==> config.mk <==
export PLATFORM = sky130hd
export DESIGN_NAME = mesi_isc_breq_arbiter
export DESIGN_NICKNAME = d
export VERILOG_FILES = /design/src/rtl/mesi_isc_breq_arbiter.sv
export SDC_FILE = /design/constraint.sdc
export NUM_CORES = 1
export LEC_CHECK = 0
export BUFFER_PORTS_ARGS = -buffer_cell sky130_fd_sc_hd__buf_2
export CORE_UTILIZATION = 50
export DETAILED_ROUTE_END_ITERATION = 6
export PLACE_DENSITY = 0.78
export SYNTH_ARGS = -nofsm -noshare
export SYNTH_HDL_FRONTEND = slang
export SYNTH_SLANG_ARGS = --single-unit
==> constraint.sdc <==
create_clock -name clk -period 8.2 [get_ports clk]
set_input_delay 2.46 -clock clk [delete_from_list [all_inputs] [get_ports clk]]
set_output_delay 2.46 -clock clk [all_outputs]
set_load 0.1 [all_outputs]
==> src/rtl/mesi_isc_breq_arbiter.sv <==
// Round-robin arbiter that moves head entries from the four per-CPU breq FIFOs
// into the shared broadcast FIFO, tagging each with the CPU ID and a broadcast ID.
module mesi_isc_breq_arbiter #(
  parameter int BROAD_TYPE_WIDTH = 2,
  parameter int BROAD_ID_WIDTH   = 5,
  parameter int BREQ_TAG_WIDTH   = 5
) (
  input  logic                          clk,
  input  logic                          rst,
  input  logic [3:0]                    breq_fifo_empty_array_i,
  input  logic [4*BROAD_TYPE_WIDTH-1:0] breq_type_array_i,
  input  logic [4*BREQ_TAG_WIDTH-1:0]   breq_tag_array_i,
  input  logic                          broad_fifo_full_i,
  output logic [3:0]                    breq_fifo_rd_array_o,
  output logic                          broad_fifo_wr_o,
  output logic [BROAD_TYPE_WIDTH-1:0]   broad_type_o,
  output logic [1:0]                    broad_cpu_id_o,
  output logic [BREQ_TAG_WIDTH-1:0]     broad_tag_o,
  output logic [BROAD_ID_WIDTH-1:0]     broad_id_o,
  output logic [15:0]                   grant_cnt_o
);

  localparam logic [BROAD_TYPE_WIDTH-1:0] TYPE_NOP = BROAD_TYPE_WIDTH'(0);
  localparam logic [BROAD_TYPE_WIDTH-1:0] TYPE_RSV = BROAD_TYPE_WIDTH'(3);

  typedef enum logic [1:0] {IDLE, ISSUE, SETTLE} state_t;

  state_t                      state;
  logic [1:0]                  rr_ptr;
  logic [BROAD_ID_WIDTH-1:0]   id_ctr;
  logic [3:0]                  req;
  logic [1:0]                  idx;
  logic [1:0]                  winner;
  logic                        found;
  logic [BROAD_TYPE_WIDTH-1:0] win_type;
  logic [BREQ_TAG_WIDTH-1:0]   win_tag;
  logic                        win_nop;

  assign req = ~breq_fifo_empty_array_i;

  // First requester scanning upward from rr_ptr, wrapping modulo 4.
  always_comb begin
    found  = 1'b0;
    winner = rr_ptr;
    idx    = rr_ptr;
    for (int i = 0; i < 4; i++) begin
      idx = rr_ptr + 2'(i);
      if (!found && req[idx]) begin
        found  = 1'b1;
        winner = idx;
      end
    end
  end

  assign win_type = breq_type_array_i[winner*BROAD_TYPE_WIDTH +: BROAD_TYPE_WIDTH];
  assign win_tag  = breq_tag_array_i[winner*BREQ_TAG_WIDTH +: BREQ_TAG_WIDTH];
  assign win_nop  = (win_type == TYPE_NOP) || (win_type == TYPE_RSV);

  always_ff @(posedge clk or negedge rst) begin
    if (!rst) begin
      state                <= IDLE;
      rr_ptr               <= 2'd0;
      id_ctr               <= '0;
      breq_fifo_rd_array_o <= 4'd0;
      broad_fifo_wr_o      <= 1'b0;
      broad_type_o         <= '0;
      broad_cpu_id_o       <= 2'd0;
      broad_tag_o          <= '0;
      broad_id_o           <= '0;
      grant_cnt_o          <= 16'd0;
    end else begin
      case (state)
        IDLE: begin
          // NOP heads are discarded without needing room downstream.
          if (found && (win_nop || !broad_fifo_full_i)) begin
            breq_fifo_rd_array_o <= 4'b0001 << winner;
            rr_ptr               <= winner + 2'd1;
            state                <= ISSUE;
            if (!win_nop) begin
              broad_fifo_wr_o <= 1'b1;
              broad_type_o    <= win_type;
              broad_cpu_id_o  <= winner;
              broad_tag_o     <= win_tag;
              broad_id_o      <= id_ctr;
              id_ctr          <= id_ctr + 1'b1;
              if (grant_cnt_o != 16'hFFFF)
                grant_cnt_o <= grant_cnt_o + 16'd1;
            end
          end
        end
        ISSUE: begin
          breq_fifo_rd_array_o <= 4'd0;
          broad_fifo_wr_o      <= 1'b0;
          state                <= SETTLE;
        end
        SETTLE: begin
          state <= IDLE;
        end
        default: begin
          breq_fifo_rd_array_o <= 4'd0;
          broad_fifo_wr_o      <= 1'b0;
          state                <= IDLE;
        end
      endcase
    end
  end

endmodule

# [Word-level counts from Yosys, hierarchy flattened]
# Cells that the tools add are included.
[word_totals] register_bits=44 input_bits=35 output_inout_bits=35 wordCells=72
[classes] n_addsub=6 mul=1 magnitude_cmp=4 n_eq_ne=6 shift=3 n_mux=22 bitwise_logic=3 reduce_logical=17
[op_table] operator="20-bit by 6-bit indexed part select with 5-bit output" n=1
[op_table] operator="16-bit by 1-bit adder with 16-bit output, second input constant" n=1
[op_table] operator="16-bit inequality test, second input constant" n=1
[op_table] operator="2-bit by 3-bit less-than comparator with 1-bit output, second input constant" n=4
[op_table] operator="1-bit two-way mux" n=10
[op_table] operator="1-bit binary-select mux with 2-bit select" n=4
[op_table] operator="2-bit two-way mux" n=4
[op_table] operator="4-bit case mux with 2 select lines" n=1
[op_table] operator="8-bit by 4-bit indexed part select with 2-bit output" n=1
[op_table] operator="3-bit AND reduction" n=2
[op_table] operator="5-bit by 1-bit adder with 5-bit output, second input constant" n=1
[op_table] operator="2-bit by 3-bit multiplier with 5-bit output, second input constant" n=1
[op_table] operator="2-bit by 1-bit adder with 2-bit output, second input constant" n=2
[op_table] operator="2-bit adder, second input constant" n=2
[op_table] operator="2-bit equality test, second input constant" n=2
[op_table] operator="1-bit logical AND" n=4
[op_table] operator="1-bit zero test" n=4
[op_table] operator="2-bit zero test" n=2
[op_table] operator="4-bit two-way mux" n=1
[op_table] operator="2-bit inequality test, second input constant" n=2
[op_table] operator="4-bit inverter" n=1
[op_table] operator="2-bit case mux with 2 select lines" n=1
[op_table] operator="2-bit AND reduction" n=2
[op_table] operator="4-bit AND reduction" n=1
[op_table] operator="other kinds (5)" n=7

# [Longest topological paths before layout]
# Gate-level depths: netlist (run 1).
[depth] ltp_word=20 depth_mapped=11 mapped_depth_nobuf=9

# [Worst setup path before layout (run 1)]
# OpenSTA, ideal clock, no wires.
[synth_timing] kind="input -> register" from="input port breq_fifo_empty_array_i[3]" to="register grant_cnt_o[1]" setup_time_ns=0.126 arrival_time_ns=4.546 required_time_ns=8.074 path_slack_ns=3.528 stages=10 path_buffers=2 cell_sequence="and2b_1 > o21ai_1 > a221oi_2 > buf_2 > a211oi_1 > a211o_1 > and2_1 > buf_6 > or3_4 > mux2_4"
[synth_between] elab_chain_cells=19 word_cells_on_any_way=30 cone_classes="1 x eq/ne; 1 x shift; 15 x mux; 2 x bitwise; 11 x reduce/logical"
[synth_rtl] element="start, declared" line_no="10" source="input logic [3:0] breq_fifo_empty_array_i,"
[synth_rtl] element="4-bit inverter *" line_no="39" source="assign req = ~breq_fifo_empty_array_i;"
[synth_rtl] element="1-bit binary-select mux with 2-bit select" line_no="48" source="if (!found && req[idx]) begin"
[synth_rtl] element="1-bit two-way mux (not written as such)" line_no="48"
[synth_rtl] element="1-bit two-way mux" line_no="48"
[synth_rtl] element="1-bit zero test" line_no="48"
[synth_rtl] element="1-bit logical AND" line_no="48"
[synth_rtl] element="1-bit two-way mux" line_no="48"
[synth_rtl] element="1-bit zero test" line_no="48"
[synth_rtl] element="[... 4 more ...]"
[synth_rtl] element="2-bit two-way mux *" line_no="48"
[synth_rtl] element="via winner[0]" line_no="33" source="logic [1:0] winner;"
[synth_rtl] element="8-bit by 4-bit indexed part select with 2-bit output *" line_no="55" source="assign win_type = breq_type_array_i[winner*BROAD_TYPE_WIDTH +: BROAD_TYPE_WIDTH];"
[synth_rtl] element="2-bit equality test or 2-bit zero test (tied branches)" line_no="57" source="assign win_nop = (win_type == TYPE_NOP) || (win_type == TYPE_RSV);"
[synth_rtl] element="1-bit logical OR *" line_no="57"
[synth_rtl] element="1-bit logical OR" line_no="75" source="if (found && (win_nop || !broad_fifo_full_i)) begin"
[synth_rtl] element="1-bit logical AND" line_no="75"
[synth_rtl] element="4-bit AND reduction (no line) *"
[synth_rtl] element="end signal, assigned" line_no="87" source="grant_cnt_o <= grant_cnt_o + 16'd1;"
[synth_rtl] element="end, declared" line_no="20" source="output logic [15:0] grant_cnt_o"
# Mark *: on every way through the listed nets, which the timed path passes. The rest lies on a longest branch. The select of a mux whose other input is x is not followed.
# A chain may end at the register's enable or synchronous reset.

# [Worst setup path after layout (run 1)]
[layout_timing] from="input port breq_fifo_empty_array_i[3]" to="register grant_cnt_o[1]"
[layout_between] elab_chain_cells=19 word_cells_on_any_way=30 cone_classes="1 x eq/ne; 1 x shift; 15 x mux; 2 x bitwise; 11 x reduce/logical"
[layout_rtl] element="4-bit inverter *" line_no="39"
[layout_rtl] element="1-bit binary-select mux with 2-bit select" line_no="48"
[layout_rtl] element="1-bit two-way mux (not written as such)" line_no="48"
[layout_rtl] element="1-bit two-way mux" line_no="48"
[layout_rtl] element="1-bit zero test" line_no="48"
[layout_rtl] element="1-bit logical AND" line_no="48"
[layout_rtl] element="1-bit two-way mux" line_no="48"
[layout_rtl] element="1-bit zero test" line_no="48"
[layout_rtl] element="[... 3 more ...]"
[layout_rtl] element="1-bit logical AND" line_no="48"
[layout_rtl] element="2-bit two-way mux" line_no="48"
[layout_rtl] element="8-bit by 4-bit indexed part select with 2-bit output" line_no="55"
[layout_rtl] element="2-bit equality test or 2-bit zero test (tied branches)" line_no="57"
[layout_rtl] element="1-bit logical OR" line_no="57"
[layout_rtl] element="1-bit logical OR" line_no="75"
[layout_rtl] element="1-bit logical AND" line_no="75"
[layout_rtl] element="4-bit AND reduction (no line) *"
# Mark *: on every way between the ends. The rest lies on a longest branch, timed or not. The select of a mux whose other input is x is not followed.

==> results of run 1 <==
-- final cells by class --
class / count / area [sq um]
flip-flops and latches: 44 / 1100
repair buffers: 70 / 353
fillers: 376 / 1610
well taps: 52 / 65.1
inverters: 4 / 15.0
clock buffers: 6 / 82.6
clock inverters: 2 / 38.8
multi-input cells: 174 / 1180
-- metrics by stage --
| stage | hold slack, ns | setup WS (ns) | cell area [sq um] |
|---|---|---|---|
| after global placement | 0.444 | 2.76 | 2720 |
| after detailed placement | 0.450 | 2.68 | 2720 |
| final | 0.459 | 2.96 | 2840 |
| after global routing | 0.488 | 2.76 | 2840 |
| after CTS | 0.463 | 2.98 | 2840 |
| after floorplan | 0.427 | 3.53 | 2340 |
-- flip-flops by register name, indices dropped and copies added (netlist names) --
signal / flops
grant_cnt_o: 16
breq_fifo_rd_array_o: 4
rr_ptr: 2
broad_fifo_wr_o: 1
broad_cpu_id_o: 2
broad_id_o: 5
state: 2
broad_tag_o: 5
broad_type_o: 2
id_ctr: 5
-- layout by cell type (no fill, tap or decap), types with 2 or more instances in the layout --
| cell | n |
|---|---|
| sky130_fd_sc_hd__buf_2 | 69 |
| sky130_fd_sc_hd__dfrtp_1 | 44 |
| sky130_fd_sc_hd__nand2_1 | 31 |
| sky130_fd_sc_hd__o21ai_0 | 16 |
| sky130_fd_sc_hd__xor2_1 | 14 |
| sky130_fd_sc_hd__mux2_2 | 13 |
| sky130_fd_sc_hd__and3_1 | 11 |
| sky130_fd_sc_hd__nand3_1 | 9 |
| sky130_fd_sc_hd__nor3_1 | 9 |
| sky130_fd_sc_hd__a21oi_1 | 7 |
| sky130_fd_sc_hd__nand3b_1 | 6 |
| sky130_fd_sc_hd__a31oi_1 | 6 |
| sky130_fd_sc_hd__ha_1 | 6 |
| sky130_fd_sc_hd__clkbuf_8 | 6 |
| sky130_fd_sc_hd__xnor2_1 | 5 |
| sky130_fd_sc_hd__nor2_1 | 4 |
| sky130_fd_sc_hd__nand4_1 | 4 |
| sky130_fd_sc_hd__a211o_1 | 3 |
| sky130_fd_sc_hd__or3_1 | 3 |
| sky130_fd_sc_hd__nor4_1 | 3 |
| sky130_fd_sc_hd__a21boi_0 | 2 |
| sky130_fd_sc_hd__and2_1 | 2 |
| sky130_fd_sc_hd__inv_1 | 2 |
| sky130_fd_sc_hd__nor4_2 | 2 |
-- per-layer routing --
metal	global-route usage	vias to the layer above
met5	0	-
met4	0.0952	0
met3	0.0390	12
met2	0.338	62
met1	0.295	931
li1	-	972
-- worst min path at each step --
stage               cells after the start            startpoint              endpoint
finish                                  1  state[1]$_DFFE_PN0P_  state[1]$_DFFE_PN0P_
global route                            1  state[1]$_DFFE_PN0P_  state[1]$_DFFE_PN0P_
CTS                                     1  state[1]$_DFFE_PN0P_  state[1]$_DFFE_PN0P_
detailed placement                      1  state[1]$_DFFE_PN0P_  state[1]$_DFFE_PN0P_
global placement                        1  state[1]$_DFFE_PN0P_  state[1]$_DFFE_PN0P_
floorplan                               1  state[1]$_DFFE_PN0P_  state[1]$_DFFE_PN0P_
-- logic make-up (layout without fill, tap and decap cells) --
kind of cell	after synthesis	count (layout)
AO/OA/AOI/OAI	44	44
buffers and inverters	13	82
flip-flops	44	44
XOR/XNOR	19	19
AND/OR/NAND/NOR	91	91
adder cells (fa/ha/maj)	6	6
multiplexers	14	14
==> Flow_metrics.wiki, run 1 <==
{| class="wikitable"
! Metric !! Value
|-
| GR Util All Layers || 0.216
|-
| Critical path start-end classification || input pin to register
|-
| Timing startpoint of the critical path || breq_fifo_empty_array_i[3]
|-
| Antenna-violating nets left || 0
|-
| Largest family of logic cells by synthesized area || simple AND/OR/NAND/NOR gates
|-
| Reg clk slew, reported paths || 0.08 ns
|-
| Worst Setup Start Kind || input pin
|-
| CTS max path bufs || 2
|-
| Vias per cell || around 5.6
|-
| Cell-by-cell listing of the critical path || buf_2 -> and2b_1 -> o21ai_1 -> a221oi_2 -> o21ai_0 -> a211o_1 -> and2_1 -> or3_4 -> mux2_4
|-
| Standard-cell rows || 24
|-
| Number of vias in the routed layout || between 1.5k and 2k
|-
| Top post-synthesis cells by area || sky130_fd_sc_hd__dfrtp_1 (47%), sky130_fd_sc_hd__mux2_2 (6.2%), sky130_fd_sc_hd__xor2_1 (5.2%)
|-
| Number of antenna violations at the first check in global routing || 0
|-
| Final core utilization || 0.639
|-
| Met3 wirelength from detailed routing || 238 microns
|-
| Failing checks || DRC
|-
| Syn_area_per_cell || between 10 and 15 sq um
|-
| Routed wire length || around 5.0 mm
|-
| Critical Path Sink || grant_cnt_o[1]$_DFFE_PN0P_
|-
| Post-CTS setup buffers || 0
|-
| Crit path largest cell delay || 0.73 ns
|-
| Time the worst path needs with I/O delays and setup || 5.24 ns
|-
| TritonRoute pass-1 iters || 6
|-
| Number of synthesized register bits || 44
|-
| Maximum level of the CTS H-tree || 2
|-
| Reg-to-reg startpoint || rr_ptr[1]$_DFFE_PN0P_
|-
| TritonCTS Buffers || 5
|-
| Net count after synthesis || 272
|-
| Number of buffers added to fix hold violations after cts || 0
|-
| GP Congestion || 0.787
|-
| Number of setup violations in the final report || 0
|-
| TritonCTS clock tree || done
|-
| Slew of the pin with the lowest slew margin || 0.942 ns
|-
| Top cells by count, synth || sky130_fd_sc_hd__dfrtp_1 (44), sky130_fd_sc_hd__nand2_1 (31), sky130_fd_sc_hd__o21ai_0 (16), sky130_fd_sc_hd__xor2_1 (14), sky130_fd_sc_hd__mux2_2 (13)
|-
| Num ports || 70
|-
| CP Data Arrival Time || 5.42 ns
|-
| Length of routed wiring on met1 || 2.34 mm
|-
| Simple-gate portion of the synthesized area || 0.209
|-
| Area fraction in compound gates after synthesis || 0.124
|-
| Outcome || finished with violations
|-
| Antenna diode count || 0
|-
| Number of max-cap violations || 0
|-
| Logic depth of the worst register-to-register path || 8
|-
| DRC violations left || 8
|-
| Port Buffer Count || between 60 and 70
|-
| Syn Std Cell Area || 2340 sq um
|-
| Required arrival time at the worst endpoint || 8.39 ns
|-
| Sum of negative setup slack || 0 ns
|-
| Total of warnings raised by yosys || 0
|-
| Total of cells resized after clock tree synthesis || 0
|-
| Max Slew Vio Count || 0
|-
| Leftover overflow at the end of global routing || 0
|-
| Final hold viol count || 0
|-
| Worst path bufs/invs || 1
|-
| Nets || 340
|-
| Synthesized-area fraction occupied by adder cells || 0.0320
|-
| Relative area change from synthesis to final layout || 21.1%
|-
| Sequential-to-total area share from yosys stat || 0.470
|-
| Count of distinct cell types in the synthesized netlist || 45
|-
| Clock tree skew after final layout || 0.00856 ns
|-
| Maximum achievable frequency || 191 MHz
|-
| Wire length of the first global-routing pass || 8.45 mm
|-
| Critical path's top delay family || compound AO/OA/AOI/OAI gates
|-
| DIE WIDTH || 70.5 microns
|-
| Class of the tightest hold or removal check || register to register
|-
| Placeable Area || 4440 sq um
|-
| Initial DRC count || 64
|-
| Final Cycle Share || 0.638
|-
| Mux contribution to synthesized area || 0.0688
|-
| Maximum fanout along the worst path || 16
|-
| Endpoint of the most critical register-to-register path || grant_cnt_o[1]$_DFFE_PN0P_
|-
| Type of element capturing the critical path || register
|-
| Placed wire-length estimate after detailed placement || 3.57 mm
|-
| R2R setup slack || approximately 4.8 ns
|-
| Post-synth ARST share || 1.00
|-
| Clock latency at the later pin of the worst-skew pair || 0.30 ns
|-
| Clock tree root buffer cell || sky130_fd_sc_hd__clkbuf_8
|-
| Most instantiated library cell after synthesis || sky130_fd_sc_hd__dfrtp_1
|-
| Share of the synthesized area in the top cell type || 0.470
|-
| Post-layout instance count excluding filler cells || 352
|-
| Slowest stage cell on the critical path || sky130_fd_sc_hd__a221oi_2
|-
| Prevailing post-synth register cell || sky130_fd_sc_hd__dfrtp_1
|-
| Average detailed-routed wire length per instance || between 10 and 15 microns
|-
| Stages on the worst setup path || 9
|-
| Area enclosed by the die boundary || 4970 sq um
|-
| Synth area leader || sky130_fd_sc_hd__dfrtp_1
|-
| Top Metal Used || met4
|-
| Gate count after technology mapping || 231
|-
| Share of cells above drive strength 1 || 0.330
|-
| Setup repair after global routing missed its margin || no
|-
| Number of global-route vias before repair || 1,835
|-
| Post-Synth XOR/XNOR Area || 0.0710
|-
| Maximum number of pins on one net before global-route repair || between 40 and 50
|-
| Initial Util || 0.528
|-
| Number of enable flip-flop cells after synthesis || 0
|-
| Placed instance count || ~340
|-
| Max_slew headroom || 0.372
|-
| Number of sinks driven by the clock tree || 44
|-
| Met2 Routed Length || 2.27 mm
|-
| Chip height || 70.5 microns
|}
Power of run 1 is left out: the tool's default activity adds up to more than one toggle a clock period on the data nets, which glitch-free logic cannot reach.
==> inputs of run 2 (changes only) <==
clock period = 5.24 ns   (was 8.2 ns; I/O delays follow)
==> run 2 against run 1 <==
Against the previous run: the flow still finishes with violations (DRC); register-to-register slack lost 2.8 ns; core utilization is 0.45 points lower; clock skew down 0.0011 ns; worst hold slack better by 0.0088 ns; non-clock buffer count increased by 1; first-iteration DRC count increased by 91%; final cell count up 0.28%.
==> Flow_metrics.wiki, run 2 (synthesis results as in run 1) <==
{| class="wikitable"
! Metric !! Value
|-
| Max_slew headroom || 0.369 (-0.00314)
|-
| Placeable Area || 4440 sq um (unchanged)
|-
| Initial DRC count || 122 (+91%)
|-
| Area enclosed by the die boundary || 4970 sq um (unchanged)
|-
| Port Buffer Count || 69 (unchanged)
|-
| Worst Setup Start Kind || input pin
|-
| DIE WIDTH || 70.5 microns (unchanged)
|-
| Max Slew Vio Count || 0 (unchanged)
|-
| Met2 track demand over resource || 0.366 (+0.0280)
|-
| Number of buffers added to fix hold violations after cts || 0 (unchanged)
|-
| Antenna-violating nets left || 0 (unchanged)
|-
| Commonest cells after routing, fill and taps aside || sky130_fd_sc_hd__buf_2 (69), sky130_fd_sc_hd__dfrtp_1 (44), sky130_fd_sc_hd__nand2_1 (31), sky130_fd_sc_hd__o21ai_0 (16), sky130_fd_sc_hd__xor2_1 (14)
|-
| Class of the tightest hold or removal check || register to register
|-
| Largest register by flop count || grant_cnt_o
|-
| Least setup slack across all paths after layout || 1.15 ns (-1.81 ns)
|-
| Leftover overflow at the end of global routing || 0 (unchanged)
|-
| Met3 GRT Util || 0.0548 (+0.0159)
|-
| Setup repair after global routing missed its margin || no
|-
| R2R setup slack || 2.04 ns (-2.77 ns)
|-
| Relative area change from synthesis to final layout || 20.2%
|-
| Required arrival time at the worst endpoint || 5.42 ns (-2.97 ns)
|-
| Maximum achievable frequency || around 240 MHz
|-
| Post-layout instance area || 2820 sq um (-0.71%)
|-
| Reg clk slew, reported paths || 0.08 ns (about the same)
|-
| Routing usage on met1 || 0.310 (+0.0154)
|-
| Fill count || 393 (+4.5%)
|-
| CTS max path bufs || 2 (unchanged)
|-
| Clock latency at the later pin of the worst-skew pair || 0.30 ns (about the same)
|-
| Post-CTS setup buffers || 0 (unchanged)
|-
| Initial Util || 0.528 (unchanged)
|-
| Wire length of the first global-routing pass || 8.82 mm (+4.4%)
|-
| GP Congestion || 0.827 (+5.1%)
|-
| TritonCTS clock tree || done
|-
| Share of cells above drive strength 1 || 0.329 (-0.00110)
|-
| Number of sinks driven by the clock tree || 44 (unchanged)
|-
| Routed wire length || 5.15 mm (+3.9%)
|-
| Type of element capturing the critical path || register
|-
| Final Cycle Share || 0.780
|-
| Final hold viol count || 0 (unchanged)
|-
| Number of global-route vias before repair || 1,914 (+4.3%)
|-
| Chip height || 70.5 microns (unchanged)
|-
| Sum of negative setup slack || 0 ns (unchanged)
|-
| Worst Setup Slack post-DPL || 0.858 ns (-1.83 ns)
|-
| Global routing's busiest layer || met2
|-
| Failing checks || DRC
|-
| TritonCTS Buffers || 5 (unchanged)
|-
| Antenna diode count || 0 (unchanged)
|-
| Clock tree root buffer cell || sky130_fd_sc_hd__clkbuf_8
|-
| CP Data Arrival Time || 4.27 ns (-1.15 ns)
|-
| Number of antenna violations at the first check in global routing || 0 (unchanged)
|-
| DRC violations left || 8 (unchanged)
|-
| Standard-cell rows || 24 (unchanged)
|-
| Nets || 341 (+0.29%)
|-
| Total of cells resized after clock tree synthesis || 0 (unchanged)
|-
| GR Util All Layers || 0.226 (+0.00988)
|-
| Placed wire-length estimate after detailed placement || 3.78 mm (+5.8%)
|-
| Num ports || 70 (unchanged)
|-
| Maximum level of the CTS H-tree || 2 (unchanged)
|-
| Time the worst path needs with I/O delays and setup || 4.09 ns
|-
| Critical path start-end classification || input pin to register
|-
| Flip-flop count of the largest register, all copies and words added || 16 (unchanged)
|-
| Placed cell area || 2730 sq um (+0.28%)
|-
| Maximum number of pins on one net before global-route repair || 45 (unchanged)
|-
| Number of vias in the routed layout || 1,972 (-0.25%)
|-
| Most common cell after layout, fill and taps aside || sky130_fd_sc_hd__buf_2
|-
| TritonRoute pass-1 iters || 6 (unchanged)
|-
| Slew of the pin with the lowest slew margin || 0.946 ns (+0.00471 ns)
|-
| Vias per cell || 5.59 (-0.54%)
|-
| Outcome || finished with violations
|-
| Average detailed-routed wire length per instance || 14.6 microns (+3.6%)
|-
| Clock tree skew after final layout || 0.00750 ns (-0.00106 ns)
|-
| Number of max-cap violations || 0 (unchanged)
|-
| Maximum fanout along the worst path || 16 (unchanged)
|-
| Number of setup violations in the final report || 0 (unchanged)
|}
run 2: cell count changes in the layout (fill, tap and decap cells not counted), sizes merged:
cell	delta
clkbuf	+1
buf	+1
clkinvlp	+1
clkinv	-1
bufinv	-1
run 2: final timing paths:
path,startpoint,endpoint,cells after the start
min reg2reg,id_ctr[4]$_DFFE_PN0P_,id_ctr[4]$_DFFE_PN0P_,1
min,id_ctr[4]$_DFFE_PN0P_,id_ctr[4]$_DFFE_PN0P_,1
max reg2reg,rr_ptr[1]$_DFFE_PN0P_,grant_cnt_o[1]$_DFFE_PN0P_,9
max in group asynchronous,rst,state[0]$_DFFE_PN0P_,1
max,breq_fifo_empty_array_i[0],grant_cnt_o[1]$_DFFE_PN0P_,10
min in group asynchronous,rst,grant_cnt_o[15]$_DFFE_PN0P_,1
run 2: worst max-delay path: stages:
cell                        delay (ns)
sky130_fd_sc_hd__buf_2            0.14
sky130_fd_sc_hd__nand3b_1         0.16
sky130_fd_sc_hd__o2111ai_2        0.17
sky130_fd_sc_hd__nand2_2          0.26
sky130_fd_sc_hd__inv_2            0.18
sky130_fd_sc_hd__a211o_1          0.36
sky130_fd_sc_hd__a211o_1          0.29
sky130_fd_sc_hd__and2_1           0.35
sky130_fd_sc_hd__or3_4            0.48
sky130_fd_sc_hd__mux2_4           0.30
run 2: per-layer routing:
metal	up-vias	routed length, microns
li1	975	-
met1	924	2350
met2	67	2440
met3	6	309
met4	0	45
met5	-	0
run 2: layout make-up:
| class | instances | area [sq um] | share of cell area |
|---|---|---|---|
| clock buffer | 7 | 86.3 | 0.0306 |
| sequential | 44 | 1100 | 0.391 |
| multi-input combinational | 174 | 1180 | 0.420 |
| tap | 52 | 65.1 | 0.0231 |
| timing repair buffer | 71 | 360 | 0.128 |
| inverter | 4 | 15.0 | 0.00533 |
| clock inverter | 1 | 7.51 | 0.00266 |
run 2: per-stage QoR:
step | util | instances | hold WS [ns]
after floorplan | - | 231 | 0.427
after global placement | 0.613 | 345 | 0.459
after detailed placement | 0.613 | 345 | 0.459
after CTS | 0.634 | 353 | 0.472
after global routing | 0.634 | 353 | 0.503
final | 0.634 | 353 | 0.468
Power of run 2 is left out for the same reason.
==> inputs of run 3 (changes only) <==
clock period = 4.2 ns   (was 5.24 ns; I/O delays follow)
==> run 3 against run 2 <==
Against the previous run: the flow still finishes with violations (DRC); first-iteration DRC count shrank 11%; clock-buffer cell count shrank 1; global-route usage shrank 0.94 points; sequential cell count is the same; final cell count grew 0.57%; critical path depth is the same; via count shrank 0.41%; register-to-register slack lost 0.81 ns; worst hold slack lost 0.0083 ns; clock skew grew 0.0018 ns; critical path type unchanged.
==> Flow_metrics.wiki, run 3 (synthesis results as in run 1) <==
{| class="wikitable"
! Metric !! Value
|-
| Number of sinks driven by the clock tree || 44 (unchanged)
|-
| Setup repair after global routing missed its margin || no
|-
| Maximum number of pins on one net before global-route repair || 45 (unchanged)
|-
| Maximum fanout along the worst path || 16 (unchanged)
|-
| Number of buffers added to fix hold violations after cts || 0 (unchanged)
|-
| CP Data Arrival Time || 3.76 ns (-0.51 ns)
|-
| Type of element capturing the critical path || register
|-
| Clock tree root buffer cell || sky130_fd_sc_hd__clkbuf_8
|-
| Max_slew headroom || 0.377 (+0.00795)
|-
| Reg clk slew, reported paths || 0.08 ns (about the same)
|-
| Slew of the pin with the lowest slew margin || 0.934 ns (-0.0119 ns)
|-
| Most repeated library cell on the critical path || sky130_fd_sc_hd__a211o_1
|-
| Final hold viol count || 0 (unchanged)
|-
| Relative area change from synthesis to final layout || 22.0%
|-
| Number of max-cap violations || 0 (unchanged)
|-
| Maximum achievable frequency || 280 MHz
|-
| Critical path start-end classification || input pin to register
|-
| Time the worst path needs with I/O delays and setup || 3.57 ns
|-
| Chip height || 70.5 microns (unchanged)
|-
| Required arrival time at the worst endpoint || 4.39 ns (-1.03 ns)
|-
| Reg-to-reg startpoint || rr_ptr[1]$_DFFE_PN0P_
|-
| Wire length of the first global-routing pass || 8.36 mm (-5.2%)
|-
| Clock tree skew after final layout || 0.00935 ns (+0.00185 ns)
|-
| Post-CTS setup buffers || 0 (unchanged)
|-
| Vias per cell || 5.53 (-0.97%)
|-
| Antenna-violating nets left || 0 (unchanged)
|-
| Share of cells above drive strength 1 || 0.337 (+0.00773)
|-
| Largest register by flop count || grant_cnt_o
|-
| Leftover overflow at the end of global routing || 0 (unchanged)
|-
| Most common cell after layout, fill and taps aside || sky130_fd_sc_hd__buf_2
|-
| Number of setup violations in the final report || 0 (unchanged)
|-
| Initial DRC count || 109 (-11%)
|-
| GP Congestion || 0.790 (-4.5%)
|-
| Number of global-route vias before repair || 1,860 (-2.8%)
|-
| Standard-cell rows || 24 (unchanged)
|-
| Placeable Area || 4440 sq um (unchanged)
|-
| Timing startpoint of the critical path || breq_fifo_empty_array_i[0]
|-
| Average detailed-routed wire length per instance || 14.1 microns (-3.8%)
|-
| TritonCTS clock tree || done
|-
| TritonRoute pass-1 iters || 7 (+1)
|-
| Number of vias in the routed layout || 1,964 (-0.41%)
|-
| DIE WIDTH || 70.5 microns (unchanged)
|-
| DRC violations left || 8 (unchanged)
|-
| Worst Setup Start Kind || input pin
|-
| TritonCTS Buffers || 5 (unchanged)
|-
| Flip-flop count of the largest register, all copies and words added || 16 (unchanged)
|-
| Num ports || 70 (unchanged)
|-
| Placed wire-length estimate after detailed placement || 3.68 mm (-2.6%)
|-
| Start point of the worst min-delay path || state[1]$_DFFE_PN0P_
|-
| Worst Setup Slack post-DPL || 0.321 ns (-0.537 ns)
|-
| Final Cycle Share || 0.850
|-
| Slowest stage cell on the critical path || sky130_fd_sc_hd__or3_4
|-
| Final core utilization || 0.644 (+0.00957)
|-
| Antenna diode count || 0 (unchanged)
|-
| Sum of negative setup slack || 0 ns (unchanged)
|-
| Maximum level of the CTS H-tree || 2 (unchanged)
|-
| Number of antenna violations at the first check in global routing || 0 (unchanged)
|-
| Port Buffer Count || 69 (unchanged)
|-
| CTS max path bufs || 2 (unchanged)
|-
| Routed wire length || 4.99 mm (-3.2%)
|-
| Initial Util || 0.528 (unchanged)
|-
| Failing checks || DRC
|-
| Cell-by-cell listing of the critical path || buf_2 -> nand3b_1 -> o2111ai_2 -> nand2_2 -> inv_2 -> a211o_1 -> a211o_1 -> and2_1 -> or3_4 -> mux2_4
|-
| Area enclosed by the die boundary || 4970 sq um (unchanged)
|-
| Crit path largest cell delay || 0.41 ns (-0.07 ns)
|-
| Commonest cells after routing, fill and taps aside || sky130_fd_sc_hd__buf_2 (69), sky130_fd_sc_hd__dfrtp_1 (44), sky130_fd_sc_hd__nand2_1 (31), sky130_fd_sc_hd__o21ai_0 (16), sky130_fd_sc_hd__xor2_1 (14)
|-
| GR Util All Layers || 0.217 (-0.00937)
|-
| Nets || 343 (+0.59%)
|-
| Total of cells resized after clock tree synthesis || 0 (unchanged)
|-
| Least setup slack across all paths after layout || 0.632 ns (-0.522 ns)
|-
| Clock latency at the later pin of the worst-skew pair || 0.30 ns (about the same)
|-
| Max Slew Vio Count || 0 (unchanged)
|-
| Outcome || finished with violations
|-
| Class of the tightest hold or removal check || register to register
|}
==> run 3: metal layers <==
| layer | routed length, microns | track usage |
|---|---|---|
| met1 | 2220 | 0.283 |
| met2 | 2400 | 0.343 |
| met3 | 259 | 0.0563 |
| met4 | 101 | 0.0884 |
| met5 | 0 | 0 |
==> run 3: critical path: cells and delay by family <==
family	cells	cell delay, ns
buffers and inverters	2	0.33
multiplexers	1	0.30
AO/OA/AOI/OAI	3	0.83
AND/OR/NAND/NOR	4	1.04
==> run 3: path summary, 6_finish.rpt <==
path / slack (ns) / to / depth (start not counted)
min: 0.46 / state[1]$_DFFE_PN0P_ / 1
max reg2reg: 1.23 / grant_cnt_o[1]$_DFFE_PN0P_ / 9
max: 0.63 / grant_cnt_o[1]$_DFFE_PN0P_ / 10
max in group asynchronous: 2.52 / grant_cnt_o[6]$_DFFE_PN0P_ / 1
min reg2reg: 0.46 / state[1]$_DFFE_PN0P_ / 1
min in group asynchronous: 1.09 / grant_cnt_o[5]$_DFFE_PN0P_ / 1
==> run 3: layout make-up <==
class,instances,area (sq um)
multi-input cells,174,1180
clock inverters,2,38.8
repair buffers,73,375
flip-flops and latches,44,1100
inverters,4,15.0
well taps,52,65.1
fillers,370,1580
clock buffers,6,82.6
==> run 3: stage by stage <==
step / hold slack (ns) / instances / area, sq um
after detailed placement: 0.449 / 347 / 2740
after floorplan: 0.427 / 231 / 2340
after CTS: 0.461 / 355 / 2860
after global placement: 0.445 / 347 / 2740
after global routing: 0.488 / 355 / 2860
final: 0.460 / 355 / 2860
Power of run 3 is left out for the same reason.
